**src/rtl/bus_hub_n.sv**
```systemverilog
// rtl/bus_hub_n.sv - one host port to NUM_DEVICES device ports with registered transaction FSM
//
// Optional feature: define BUS_HUB_TIMEOUT_EN to end a BUSY phase with an error
// response after TIMEOUT_CYCLES cycles without device_ready from the selected device.
//
// Ports:
//   clk, rst             clock, synchronous active-high reset
//   host_*               CPU-side request (level ren/wen) and registered response
//                        (host_ready pulse, host_error qualifier, host_data_read held)
//   device_address/_data_write/_write_mask  request broadcast, one 32/32/4-bit slice per device
//   device_ren/_wen      per-device level strobes, only the selected device
//   device_ready         per-device completion
//   device_data_read     per-device read data, device 0 in the least-significant slice
//   device_active        per-device address decode; lowest active index is selected
module bus_hub_n #(
  parameter int          NUM_DEVICES    = 2,
  parameter int          TIMEOUT_CYCLES = 255,
  parameter logic [31:0] ERROR_RDATA    = 32'h0000_0000
) (
  input  logic                      clk,
  input  logic                      rst,
  input  logic [31:0]               host_address,
  input  logic [31:0]               host_data_write,
  input  logic [3:0]                host_write_mask,
  input  logic                      host_ren,
  input  logic                      host_wen,
  output logic [31:0]               host_data_read,
  output logic                      host_ready,
  output logic                      host_error,
  output logic [32*NUM_DEVICES-1:0] device_address,
  output logic [32*NUM_DEVICES-1:0] device_data_write,
  output logic [4*NUM_DEVICES-1:0]  device_write_mask,
  output logic [NUM_DEVICES-1:0]    device_ren,
  output logic [NUM_DEVICES-1:0]    device_wen,
  input  logic [NUM_DEVICES-1:0]    device_ready,
  input  logic [32*NUM_DEVICES-1:0] device_data_read,
  input  logic [NUM_DEVICES-1:0]    device_active
);

  localparam int SEL_W = (NUM_DEVICES > 1) ? $clog2(NUM_DEVICES) : 1;

  // Elaboration-time guard on the parameter ranges.
  if (NUM_DEVICES < 1 || NUM_DEVICES > 16 || TIMEOUT_CYCLES < 1 || TIMEOUT_CYCLES > 65535) begin : g_bad_params
    $error("bus_hub_n: parameter out of range");
  end

  typedef enum logic [1:0] {
    ST_IDLE,
    ST_BUSY,
    ST_RESP,
    ST_ERR
  } state_t;

  state_t           state_q, state_d;
  logic [31:0]      addr_q, addr_d;
  logic [31:0]      wdata_q, wdata_d;
  logic [3:0]       mask_q, mask_d;
  logic             is_wr_q, is_wr_d;
  logic [SEL_W-1:0] sel_q, sel_d;
  logic             host_ready_q, host_ready_d;
  logic             host_error_q, host_error_d;
  logic [31:0]      rdata_q, rdata_d;

  logic             hit;
  logic [SEL_W-1:0] sel_hit;
  logic [31:0]      sel_rdata;
  logic [NUM_DEVICES-1:0] sel_onehot;

`ifdef BUS_HUB_TIMEOUT_EN
  localparam logic [15:0] TIMEOUT_LIMIT = 16'(TIMEOUT_CYCLES);
  logic [15:0] timer_q, timer_d;
  logic [15:0] timer_inc;
  assign timer_inc = timer_q + 16'd1;
`endif

  // Priority decode: scanning downwards leaves the lowest active index.
  always_comb begin
    hit     = 1'b0;
    sel_hit = '0;
    for (int i = NUM_DEVICES - 1; i >= 0; i--) begin
      if (device_active[i]) begin
        hit     = 1'b1;
        sel_hit = SEL_W'(i);
      end
    end
  end

  assign sel_rdata  = device_data_read[32*int'(sel_q) +: 32];
  assign sel_onehot = NUM_DEVICES'(1) << sel_q;

  always_comb begin
    state_d      = state_q;
    addr_d       = addr_q;
    wdata_d      = wdata_q;
    mask_d       = mask_q;
    is_wr_d      = is_wr_q;
    sel_d        = sel_q;
    host_ready_d = 1'b0;
    host_error_d = 1'b0;
    rdata_d      = rdata_q;
`ifdef BUS_HUB_TIMEOUT_EN
    timer_d      = timer_q;
`endif
    case (state_q)
      ST_IDLE: begin
        if (host_ren || host_wen) begin
          addr_d  = host_address;
          wdata_d = host_data_write;
          mask_d  = host_write_mask;
          is_wr_d = host_wen;
          sel_d   = sel_hit;
          if (hit) begin
            state_d = ST_BUSY;
`ifdef BUS_HUB_TIMEOUT_EN
            timer_d = 16'd0;
`endif
          end else begin
            // Decode miss: the error response is registered for the next cycle.
            state_d      = ST_ERR;
            host_ready_d = 1'b1;
            host_error_d = 1'b1;
            rdata_d      = ERROR_RDATA;
          end
        end
      end
      ST_BUSY: begin
        if (device_ready[sel_q]) begin
          state_d      = ST_RESP;
          host_ready_d = 1'b1;
          rdata_d      = is_wr_q ? 32'h0 : sel_rdata;
        end
`ifdef BUS_HUB_TIMEOUT_EN
        // Ready takes precedence over an expiring count.
        else if (timer_inc == TIMEOUT_LIMIT) begin
          state_d      = ST_ERR;
          host_ready_d = 1'b1;
          host_error_d = 1'b1;
          rdata_d      = ERROR_RDATA;
        end else begin
          timer_d = timer_inc;
        end
`endif
      end
      ST_RESP: state_d = ST_IDLE;
      ST_ERR:  state_d = ST_IDLE;
      default: state_d = ST_IDLE;
    endcase
  end

  always_ff @(posedge clk) begin
    if (rst) begin
      state_q      <= ST_IDLE;
      addr_q       <= '0;
      wdata_q      <= '0;
      mask_q       <= '0;
      is_wr_q      <= 1'b0;
      sel_q        <= '0;
      host_ready_q <= 1'b0;
      host_error_q <= 1'b0;
      rdata_q      <= '0;
`ifdef BUS_HUB_TIMEOUT_EN
      timer_q      <= '0;
`endif
    end else begin
      state_q      <= state_d;
      addr_q       <= addr_d;
      wdata_q      <= wdata_d;
      mask_q       <= mask_d;
      is_wr_q      <= is_wr_d;
      sel_q        <= sel_d;
      host_ready_q <= host_ready_d;
      host_error_q <= host_error_d;
      rdata_q      <= rdata_d;
`ifdef BUS_HUB_TIMEOUT_EN
      timer_q      <= timer_d;
`endif
    end
  end

  // In IDLE the devices see the live request so they can decode it in the same cycle.
  always_comb begin
    if (state_q == ST_IDLE) begin
      device_address    = {NUM_DEVICES{host_address}};
      device_data_write = {NUM_DEVICES{host_data_write}};
      device_write_mask = {NUM_DEVICES{host_write_mask}};
    end else begin
      device_address    = {NUM_DEVICES{addr_q}};
      device_data_write = {NUM_DEVICES{wdata_q}};
      device_write_mask = {NUM_DEVICES{mask_q}};
    end
  end

  assign device_ren = (state_q == ST_BUSY && !is_wr_q) ? sel_onehot : '0;
  assign device_wen = (state_q == ST_BUSY &&  is_wr_q) ? sel_onehot : '0;

  assign host_ready     = host_ready_q;
  assign host_error     = host_error_q;
  assign host_data_read = rdata_q;

endmodule

```
**config.mk**
```make
export PLATFORM = sky130hd
export DESIGN_NAME = bus_hub_n
export DESIGN_NICKNAME = d
export VERILOG_FILES = /design/src/rtl/bus_hub_n.sv
export SDC_FILE = /design/constraint.sdc
export NUM_CORES = 1
export LEC_CHECK = 0
export ABC_AREA = 1
export CELL_PAD_IN_SITES_DETAIL_PLACEMENT = 0
export CELL_PAD_IN_SITES_GLOBAL_PLACEMENT = 1
export CORE_MARGIN = 2
export CORE_UTILIZATION = 26
export CTS_CLUSTER_DIAMETER = 80
export CTS_CLUSTER_SIZE = 28
export DETAILED_ROUTE_END_ITERATION = 8
export PLACE_DENSITY = 0.79
export SETUP_SLACK_MARGIN = 0.3
export SYNTH_ARGS = -nofsm -noshare
export SYNTH_HDL_FRONTEND = slang
export SYNTH_SLANG_ARGS = --single-unit
```
**constraint.sdc**
```tcl
create_clock -name clk -period 1.7 [get_ports clk]
set_input_delay 0.17 -clock clk [delete_from_list [all_inputs] [get_ports clk]]
set_output_delay 0.17 -clock clk [all_outputs]
set_load 0.1 [all_outputs]
```
Yosys cells after proc, flatten, opt, wreduce, memory -nomap -nowiden
Cells that the tools add are included.
{"block": "classes", "order_cmp": 1, "n_reduce_logical": 11, "shift": 2, "n_bitwise": 1, "n_mux": 23, "n_eq_ne": 6}
{"cell": "2-to-1 mux 32 bit", "count": 4}
{"cell": "2-to-1 mux 64 bit", "count": 2}
{"cell": "case mux 32 bit (2 select lines)", "count": 1}
{"cell": "indexed part select 64 x 7 -> 32 bit", "count": 1}
{"cell": "2-to-1 mux 2 bit", "count": 5}
{"cell": "2-to-1 mux 1 bit", "count": 8}
{"cell": "2-to-1 mux 8 bit", "count": 1}
{"cell": "!= test 2 bit (second input constant)", "count": 3}
{"cell": "case mux 2 bit (3 select lines)", "count": 1}
{"cell": "== test 2 bit (second input constant)", "count": 2}
{"cell": "AND reduction 2 bit", "count": 2}
{"cell": "AND reduction 4 bit", "count": 1}
{"cell": "OR reduction 2 bit", "count": 2}
{"cell": "== test 2 x 1 -> 1 bit (second input constant)", "count": 1}
{"cell": "logical AND 1 bit", "count": 2}
{"cell": "zero test 2 bit", "count": 1}
{"cell": "< comparator 1 x 2 -> 1 bit (second input constant)", "count": 1}
{"cell": "case mux 1 bit (2 select lines)", "count": 1}
{"cell": "nonzero test 2 bit", "count": 1}
{"cell": "<< shifter 1 x 1 -> 2 bit (first input constant)", "count": 1}
{"cell": "zero test 1 bit", "count": 1}
{"cell": "logical OR 1 bit", "count": 1}
{"cell": "NOT 1 bit", "count": 1}
{"block": "word_totals", "input_bits": 140, "output_inout_bits": 174, "reg_bits": 106}

Logic depth before layout (Yosys ltp)
{"block": "depth", "ltp_word": 5, "depth_mapped": 10}

Worst setup path before layout
OpenSTA, ideal clock, no wires.
{"block": "synth_path", "path_kind": "register -> output", "start": "register state_q[1]", "end": "output port device_address[44]", "path_stages_with_launch": 7, "path_slack_ns": -2.029, "path_buffers": 3, "t_required_ns": 1.530, "t_arrival_ns": 3.559, "path_cell_list": "dfxtp_1 > nor2_2 > inv_1 > buf_2 > clkbuf_1 > o21ai_0 > buf_4"}
{"block": "synth_between", "elab_chain_cells": 2}
{"element": "from (decl)", "line_no": "54", "rtl": "state_t state_q, state_d;"}
{"element": "from (signal assigned)", "line_no": "165", "rtl": "state_q <= state_d;"}
{"element": "zero test 2 bit", "line_no": "182", "rtl": "if (state_q == ST_IDLE) begin"}
{"element": "2-to-1 mux 64 bit", "line_no": "182"}
{"element": "to (decl)", "line_no": "30", "rtl": "output logic [32*NUM_DEVICES-1:0] device_address,"}
Every way passes these cells.

Worst setup path in the final report
{"block": "layout_path", "start": "register state_q[0]", "end": "output port device_write_mask[3]"}
{"block": "layout_between", "elab_chain_cells": 2}
{"element": "zero test 2 bit", "line_no": "182"}
{"element": "2-to-1 mux 8 bit", "line_no": "182"}
{"element": "to (decl)", "line_no": "32", "rtl": "output logic [4*NUM_DEVICES-1:0] device_write_mask,"}
Every way passes these cells.

==> flow_metrics.tcl <==
set metrics [dict create \
    grt_max_degree 57 \
    core_area_um2 22500 \
    dp_hpwl_um 15010 \
    die_w_um 154.8 \
    synth-seq-cells 106 \
    synth_top_area_share_pct 35.88 \
    routedWlPerCell_um 16.33 \
    grt_setup_unrepaired "true" \
    gr-total-overflow 0 \
    worst_slew_pin_slew_ns 0.2982 \
    hold_path_class "in -> reg" \
    r2r_cells 9 \
    yosys_warnings 0 \
    synth_area_leaders "dfxtp_1 36%, nand2_1 15%, o21ai_0 12%" \
    use_met1_pct 21.42 \
    synthCells 933 \
    clock_sinks 106 \
    start_util_pct 26.28 \
    p_per_area_nw_per_um2 1341 \
    dieArea_um2 23970 \
    gr-usage-met2_pct 28.34 \
    antenna_found_initial 0 \
    synthToLayoutAreaGrowth_pct 116.5 \
    hold_viol 0 \
    io_buffers 313 \
    grt_pass1_wl_um 32460 \
    fin_crit_ns 1.893 \
    drive_above_1_share_pct 37.43 \
    synth_largest_area_cell "dfxtp_1" \
    dp.cells 1427 \
    start_kind "flop" \
    r2r_setup_slack_ns 0.08 \
    cts_root_buf "clkbuf_16" \
    avgSynthCellArea_um2 6.339 \
    die-height_um 154.8 \
    wirelength_um 24330 \
    htree_levels 3 \
    syn_area_um2 5914 \
    finalClockSkew_ns 0.01428 \
    crit_required_ns 1.53 \
    failed_checks "negative setup slack" \
    cts-buffers-inserted 9 \
    synth_cell_type_count 19 \
    track_usage_pct 16.99 \
    clkTransAtPathRegs_ns 0.08 \
    whs_path_depth 3 \
    finalPower_mw 17.17 \
    outcome "finished with violations" \
    worstSetupPathType "reg -> out" \
    num_vias 6800 \
    ir_drop_mv 0.5196 \
    cp_max_fo 7 \
    instances_no_fill 1490 \
    setup_viol 136 \
    max_cap_viol_count 0 \
    multi_input_area_um2 3730 \
    fmax_ghz 0.5283 \
    ant_nets 0 \
    tns_ns -14.71 \
    place.gp.congestion 0.7568 \
    grt_pass1_vias 5884 \
    gr-max-usage-layer "met2" \
    via_per_inst 4.564 \
    crit_arrival_ns 1.72 \
    tritoncts "yes" \
    ff_latch_area_um2 2132 \
    cts.hold.buffers_added 0 \
    post-route-period-util_pct 111.3 \
    fill_cells 1916 \
    maxSlewHeadroom_pct 79.91 \
    finalNetCount 1340 \
    clock_latency_ns 0.36 \
    cellLeakagePower_nw 5.638 \
    rows 55 \
    ioPinCount 314 \
    route.detailed.drc 0 \
    finalMaxSlewViolations 0 \
    antenna_cells 0 \
    drtPass1Iterations 4 \
    cp-end-kind "output port" \
    synth_seq_area_share_pct 35.88 \
    fin_ws_ns -0.1927 \
    grt_use_met3_pct 4.903 \
    synth_nets 1073 \
    clockBufferDepth 2 \
    drt_iter0_drc 291 \
]
[path summary, 6_finish.rpt]
kind                                        from              endpoint
worst max-delay path                  state_q[0]  device_write_mask[3]
worst min-delay path            host_address[10]            addr_q[10]
worst max register to register        state_q[0]             mask_q[1]
worst min register to register         addr_q[0]             addr_q[0]
[layout by cell type, fill, tap and decap left out, drive strengths merged]
cell type,instances
a21oi,53
buf,231
clkbuf,24
clkdlybuf4s50,139
clkinv,3
clkinvlp,2
dfxtp,106
inv,143
nand2,242
nand3,85
nor2,36
nor3,4
o21ai,136
o31ai,1
[timing repair]
item	in CTS	in global routing
resized for setup	41	150
pin swaps	24	17
buffers inserted	8	7
cloned	8	24
setup endpoints to repair	240	239
[area by class of cell]
type,count,share of cell area (%)
Timing Repair Buffer,384,44.99
Inverter,142,4.279
Clock inverter,6,0.3908
Clock buffer,10,1.788
Tap cell,285,2.784
Multi-Input combinational cell,557,29.12
Sequential cell,106,16.65
[metrics by stage]
stage / instance area (um^2) / utilization (%) / hold WS (ns) / worst slack [ns]
final: 12810 / 56.91 / 0.4290 / -0.1927
after global routing: 12810 / 56.91 / 0.4467 / -0.2453
after CTS: 11830 / 52.55 / 0.3990 / -0.1845
after detailed placement: 11140 / 49.49 / 0.4738 / 0.1261
after global placement: 11140 / 49.49 / 0.4641 / 0.1452
after floorplan: 7764 / - / 0.2317 / -0.1950
[layer usage]
metal,vias up,wire length (um)
li1,3378,-
met5,-,0
met4,0,580
met1,3130,10020
met3,32,1648
met2,260,12080
[critical path, stage by stage (launching register included)]
cell and delay (ns):
dfxtp_2 0.34, nor2_4 0.12, buf_12 0.13, buf_12 0.15, buf_6 0.11, buf_12 0.13
nand2_2 0.07, o21ai_4 0.10, buf_12 0.21
[cell usage after synthesis]
cell type and n:
inv_2 4, buf_1 2, nor3_1 4, o31ai_1 1, nand2_4 1, dfxtp_1 106, nand2_1 236, nand3_1 84
a21oi_1 53, nand3_4 1, nor2_1 34, nor2_2 2, inv_1 137, buf_2 26, clkbuf_1 30, clkinv_1 1
nand2_2 2, o21ai_0 136, buf_4 73
[registers in the layout (all words and copies together) (netlist names)]
name / count
sel_q: 1
addr_q: 32
wdata_q: 32
host_data_read: 32
host_ready: 1
is_wr_q: 1
mask_q: 4
state_q: 2
host_error: 1
[power breakdown]
| part | total (mW) | switching, mW | leakage, nW | internal [mW] |
|---|---|---|---|---|
| Combinational | 12.2 | 7.91 | 4.63 | 4.27 |
| Clock | 2.05 | 1.03 | 0.130 | 1.01 |
| Sequential | 2.95 | 0.138 | 0.879 | 2.81 |
| Total | 17.2 | 9.08 | 5.64 | 8.09 |
[cell families after synthesis]
logic type | synth area share (%)
DFF | 35.88
and+or+nand+nor | 25.49
AOI/OAI and AO/OA | 16.12
buffers and inverters | 22.51
Note: power is estimated with default switching activity, not from simulation.
